**config.mk**
```make
export PLATFORM = sky130hd
export DESIGN_NAME = tt_um_uio_responder
export DESIGN_NICKNAME = d
export VERILOG_FILES = /design/src/rtl/tt_um_uio_responder.sv
export SDC_FILE = /design/constraint.sdc
export NUM_CORES = 1
export LEC_CHECK = 0
export CORE_UTILIZATION = 55
export CTS_CLUSTER_SIZE = 40
export DETAILED_ROUTE_END_ITERATION = 6
export PLACE_DENSITY = 0.83
export SLEW_MARGIN = 0
export SYNTH_ARGS = -nofsm -noshare
export SYNTH_HDL_FRONTEND = slang
export SYNTH_SLANG_ARGS = --single-unit
```
**constraint.sdc**
```tcl
create_clock -name clk -period 3 [get_ports clk]
set_input_delay 0.6 -clock clk [delete_from_list [all_inputs] [get_ports clk]]
set_output_delay 0.6 -clock clk [all_outputs]
set_load 0.02 [all_outputs]
```
**src/rtl/tt_um_uio_responder.sv**
```systemverilog
// tt_um_uio_responder: Tiny Tapeout top that exposes an 8x8 register file to an
// external host over the uio bus using a strobe/ack handshake.
//   ui_in[7] strobe, ui_in[6] rw (1=read), ui_in[2:0] address, uio_in write data.
//   uo_out = {ack, busy, timeout, wr_cnt[4:0]}; uio_oe/uio_out driven only in ACK_RD.
//   Address 7 reads back (reg0 + reg1) mod 256 and ignores writes.
// Optional feature: define UIO_TIMEOUT_EN to bound the read-hold time to
// TIMEOUT_CYCLES clocks, with a sticky timeout flag on uo_out[5].
module tt_um_uio_responder #(
  parameter int SYNC_STAGES    = 2,
  parameter int TIMEOUT_CYCLES = 255
) (
  input  logic       clk,
  input  logic       rst_n,
  input  logic       ena,
  input  logic [7:0] ui_in,
  input  logic [7:0] uio_in,
  output logic [7:0] uio_out,
  output logic [7:0] uio_oe,
  output logic [7:0] uo_out
);

  typedef enum logic [1:0] {IDLE, ACK_WR, ACK_RD, TURN} state_t;

  localparam logic [15:0] TIMEOUT_W = 16'(TIMEOUT_CYCLES);

  state_t                 state;
  logic [SYNC_STAGES-1:0] sync_p0;
  logic                   s;
  logic                   s_d;
  logic                   rise;
  logic                   rise_ok;
  logic                   timeout_hit;
  logic                   timeout_flag;
  logic                   ack_q;
  logic                   busy_q;
  logic [7:0]             oe_q;
  logic [7:0]             dout_q;
  logic [4:0]             wr_cnt;
  logic [7:0]             regs [8];
  logic [7:0]             sum;
  logic [7:0]             rd_value;
  logic                   rw;
  logic [2:0]             addr;
  logic                   unused_inputs;

  assign rw   = ui_in[6];
  assign addr = ui_in[2:0];

  // Strobe synchroniser plus one-cycle delay for edge detection
  always_ff @(posedge clk or negedge rst_n) begin
    if (!rst_n) begin
      sync_p0 <= '0;
      s_d     <= 1'b0;
    end else begin
      sync_p0 <= {sync_p0[SYNC_STAGES-2:0], ui_in[7]};
      s_d     <= s;
    end
  end

  assign s    = sync_p0[SYNC_STAGES-1];
  assign rise = s & ~s_d;

  // Address 7 is a derived read-only value, wrapping mod 256
  assign sum      = regs[0] + regs[1];
  assign rd_value = (addr == 3'd7) ? sum : regs[addr];

`ifdef UIO_TIMEOUT_EN
  logic [15:0] to_cnt;
  logic        need_low;

  assign timeout_hit = (state == ACK_RD) && s && (to_cnt == TIMEOUT_W - 16'd1);
  assign rise_ok     = rise & ~need_low;

  // Read-hold counter, sticky timeout flag and re-arm on strobe low
  always_ff @(posedge clk or negedge rst_n) begin
    if (!rst_n) begin
      to_cnt       <= 16'd0;
      timeout_flag <= 1'b0;
      need_low     <= 1'b0;
    end else begin
      if ((state == ACK_RD) && s && !timeout_hit) begin
        to_cnt <= to_cnt + 16'd1;
      end else begin
        to_cnt <= 16'd0;
      end
      if (timeout_hit) begin
        timeout_flag <= 1'b1;
        need_low     <= 1'b1;
      end else if (!s) begin
        need_low <= 1'b0;
      end
    end
  end
`else
  assign timeout_hit  = 1'b0;
  assign timeout_flag = 1'b0;
  assign rise_ok      = rise;
`endif

  // Handshake FSM with registered bus outputs, register file and write counter
  always_ff @(posedge clk or negedge rst_n) begin
    if (!rst_n) begin
      state  <= IDLE;
      ack_q  <= 1'b0;
      busy_q <= 1'b0;
      oe_q   <= 8'h00;
      dout_q <= 8'h00;
      wr_cnt <= 5'd0;
      for (int i = 0; i < 8; i++) begin
        regs[i] <= 8'h00;
      end
    end else begin
      case (state)
        IDLE: begin
          if (rise_ok) begin
            ack_q  <= 1'b1;
            busy_q <= 1'b1;
            if (rw) begin
              state  <= ACK_RD;
              oe_q   <= 8'hFF;
              dout_q <= rd_value;
            end else begin
              state  <= ACK_WR;
              wr_cnt <= wr_cnt + 5'd1;
              if (addr != 3'd7) begin
                regs[addr] <= uio_in;
              end
            end
          end
        end
        ACK_WR: begin
          if (!s) begin
            state  <= IDLE;
            ack_q  <= 1'b0;
            busy_q <= 1'b0;
          end
        end
        ACK_RD: begin
          if (!s || timeout_hit) begin
            state  <= TURN;
            ack_q  <= 1'b0;
            oe_q   <= 8'h00;
            dout_q <= 8'h00;
          end
        end
        TURN: begin
          state  <= IDLE;
          busy_q <= 1'b0;
        end
        default: begin
          state  <= IDLE;
          ack_q  <= 1'b0;
          busy_q <= 1'b0;
          oe_q   <= 8'h00;
          dout_q <= 8'h00;
        end
      endcase
    end
  end

  assign uio_oe  = oe_q;
  assign uio_out = dout_q;
  assign uo_out  = {ack_q, busy_q, timeout_flag, wr_cnt};

  assign unused_inputs = &{1'b0, ena, ui_in[5:3], (TIMEOUT_W == 16'd0)};

endmodule

```
==> key figures <==
Route
  • Vias per cell: 5.85
  • Metal3 WL: 449 um
  • Number of DRC markers in iteration 0: between 150 and 200
  • Drt drc: 0
  • Drt first pass iters: 4
  • WL met1: 3.63 mm
  • Uppermost layer routed: met4
  • Total length of routed met2 wires: 4.06 mm
  • Via count: 2772
  • Post-route ant nets: 0
  • Routed WL: 8.35 mm
  • Average wire per standard cell: 17.6 um

Floorplan
  • DIE HEIGHT: 86.8 um
  • Die width: between 80 and 90 um
  • I/O pin count: 43
  • Die footprint: 0.00754 mm2
  • Rows: 30
  • Initial core utilization: 57.6%
  • Core ar.: 0.00687 mm2

Synth
  • Syn avg cell area: 11.7 um2
  • Seq cells post-synth: a little under 80
  • Asr flop ratio synth: 100%
  • Synth Flop Type: dfrtp_1
  • Library cells used by synthesis: 51
  • Post-synth EDFFs: 0
  • Gate Count Post-Synth: ~340
  • Seq/Total Area, Yosys: 48.7%
  • Synth Cell Area: 0.00396 mm2
  • Synth warn: 0
  • Net Count, Synth: between 300 and 400

Global routing
  • First-pass GRT wire length: 13.9 mm
  • Largest net degree at the start of global routing: 78
  • GR Overflow Total: 0
  • GR Util All Layers: between 20% and 30%
  • Vias in the first global route: 2807
  • Initial antenna violation count: 0

Clock network
  • CTS tree: done
  • Root Driver: clkbuf_8
  • Clock Sinks: 77
  • # hold bufs at CTS: 0
  • Clock transition at path regs: around 0.080 ns
  • CTS-repair resized insts: 0
  • # Post-CTS Setup Buffers: 0
  • CTS H-Tree Depth: 3
  • Maximum clock insertion buffer count: 2
  • Total CTS buffers: 9
  • Clock Latency Late Sink: 0.36 ns

Timing
  • Worst slew pin tran: 0.941 ns
  • Final setup vio count: 0
  • Rel. slew slack: 37.2%
  • Final Slew Violations: 0
  • Final hold vios: 0
  • Minimum clock period: 2.48 ns
  • Final Skew: 0.00423 ns
  • Tcrit/Tclk final: 82.8%
  • TNS Setup: 0 ns
  • Fmax: 0.403 GHz
  • RSZ-0062 raised after global routing: no

Place
  • Input/output buffers: 37
  • Gpl congestion: between 0.9 and 1
  • Post-DP HPWL: approximately 5.7 mm

Setup path
  • Crit Path Category: register to register
  • Worst EP arrival: 2.73 ns
  • CP endpoint kind: register
  • Critical path launch point type: register
  • CP max FO: 9
  • Critical Path RT: between 3 and 4 ns

Cells and area
  • ANT cells: 0
  • Share of cells above drive strength 1: between 20% and 30%
  • Commonest non-fill, non-tap cells in the layout: 77 x dfrtp_1, 60 x mux2_2, 36 x clkdlybuf4s50_1, 26 x o21ai_0, 25 x nand2_1
  • Nets: around 400
  • Multi-input gate area: between 0.0015 and 0.002 mm2
  • Layout area overhead: 15.7%
  • FF/Latch Area: between 0.0015 and 0.002 mm2
  • Commonest non-fill, non-tap cell in the layout: dfrtp_1
  • Filler cells: ~540

Status
  • Status: complete, no violations

Pwr
  • Pwr Density: around 800 mW/mm2
  • Pleak: 2.08 nW
  • Tot Pwr: about 0.0037 W
  • Maximum vdd drop: 478 uV

Job
  • # Max-Cap Violations: 0

Hold path
  • Worst hold-check path type: register to register
final timing paths:
path                                   endpoint  slack, ns                  from  depth (start not counted)
setup / recovery           regs[56]$_DFFE_PN0P_       0.52  state[0]$_DFFE_PN0P_                          6
hold / removal             sync_p0[1]$_DFF_PN0_       0.36  sync_p0[0]$_DFF_PN0_                          0
setup reg to reg           regs[56]$_DFFE_PN0P_       0.52  state[0]$_DFFE_PN0P_                          6
hold reg to reg            sync_p0[1]$_DFF_PN0_       0.36  sync_p0[0]$_DFF_PN0_                          0
max in group asynchronous  regs[27]$_DFFE_PN0P_       2.02                 rst_n                          1
min in group asynchronous  sync_p0[1]$_DFF_PN0_       0.38                 rst_n                          1
worst max-delay path, cell delays in order, from the launching register on:
cell and delay [ns]:
dfrtp_1 0.42, inv_1 0.10, ha_1 0.29, nand3b_1 0.15, or3_1 0.52, nor3_4 0.48, mux2_2 0.40
final cells by class:
class	count	area share, %
clock inverter	6	1.39
sequential	77	42.1
multi-input combinational	226	40.4
tap	96	2.62
timing repair buffer	48	9.84
inverter	11	0.902
clock buffer	10	2.79
Yosys cell counts (all sizes together), types with 2 or more instances:
master / instances / area, um2
a21o: 3 / 22.5
nand2b: 8 / 50.1
a21oi: 8 / 40.0
mux2: 61 / 687
nor3: 4 / 31.3
clkbuf: 2 / 7.51
dfrtp: 77 / 1930
nand2: 25 / 93.8
ha: 12 / 150
o21ai: 26 / 130
xor2: 3 / 26.3
nand4: 2 / 12.5
mux4: 3 / 67.6
a211oi: 5 / 37.5
xnor2: 4 / 35.0
inv: 11 / 41.3
mux2i: 7 / 70.1
nor2: 14 / 77.6
a32o: 2 / 20.0
o22ai: 4 / 25.0
a31oi: 2 / 12.5
o221ai: 3 / 26.3
buf: 21 / 133
nand3: 4 / 20.0
and3: 4 / 25.0
a221oi: 3 / 26.3
logic make-up after synthesis:
logic type | share of synthesized area [%]
flops | 48.7
compound gates | 10.8
xor+xnor | 1.55
other cells | 0.0948
simple gates | 9.14
mux | 20.8
buf+inv | 4.59
fa+ha+maj | 4.30
per-layer routing:
| layer | GRT usage [%] | vias up |
|---|---|---|
| li1 | - | 1283 |
| met1 | 31.5 | 1392 |
| met2 | 39.3 | 80 |
| met3 | 7.43 | 17 |
| met4 | 11.1 | 0 |
| met5 | 0 | - |
state kept, by name (all words and copies together), names as in the netlist:
name	cells
sync_p0	2
regs	56
uio_out	8
s_d	1
ack_q	1
state	2
uio_oe	1
busy_q	1
wr_cnt	5
per-stage QoR:
stage	instances	util [%]	instance area [um2]	setup slack, ns	hold slack (ns)
after global routing	474	66.6	4580	0.374	0.365
after detailed placement	458	63.9	4390	0.276	0.336
after CTS	474	66.6	4580	0.528	0.363
after global placement	458	63.9	4390	0.294	0.346
after floorplan	337	-	3960	0.930	0.304
final	474	66.6	4580	0.516	0.361
power breakdown:
part	internal, W	switching, W	total, W
clock	0.000382	0.000383	0.000766
combinational	0.000706	0.000656	0.00136
sequential	0.00137	0.000242	0.00162
Note: power is estimated with default switching activity, not from simulation.
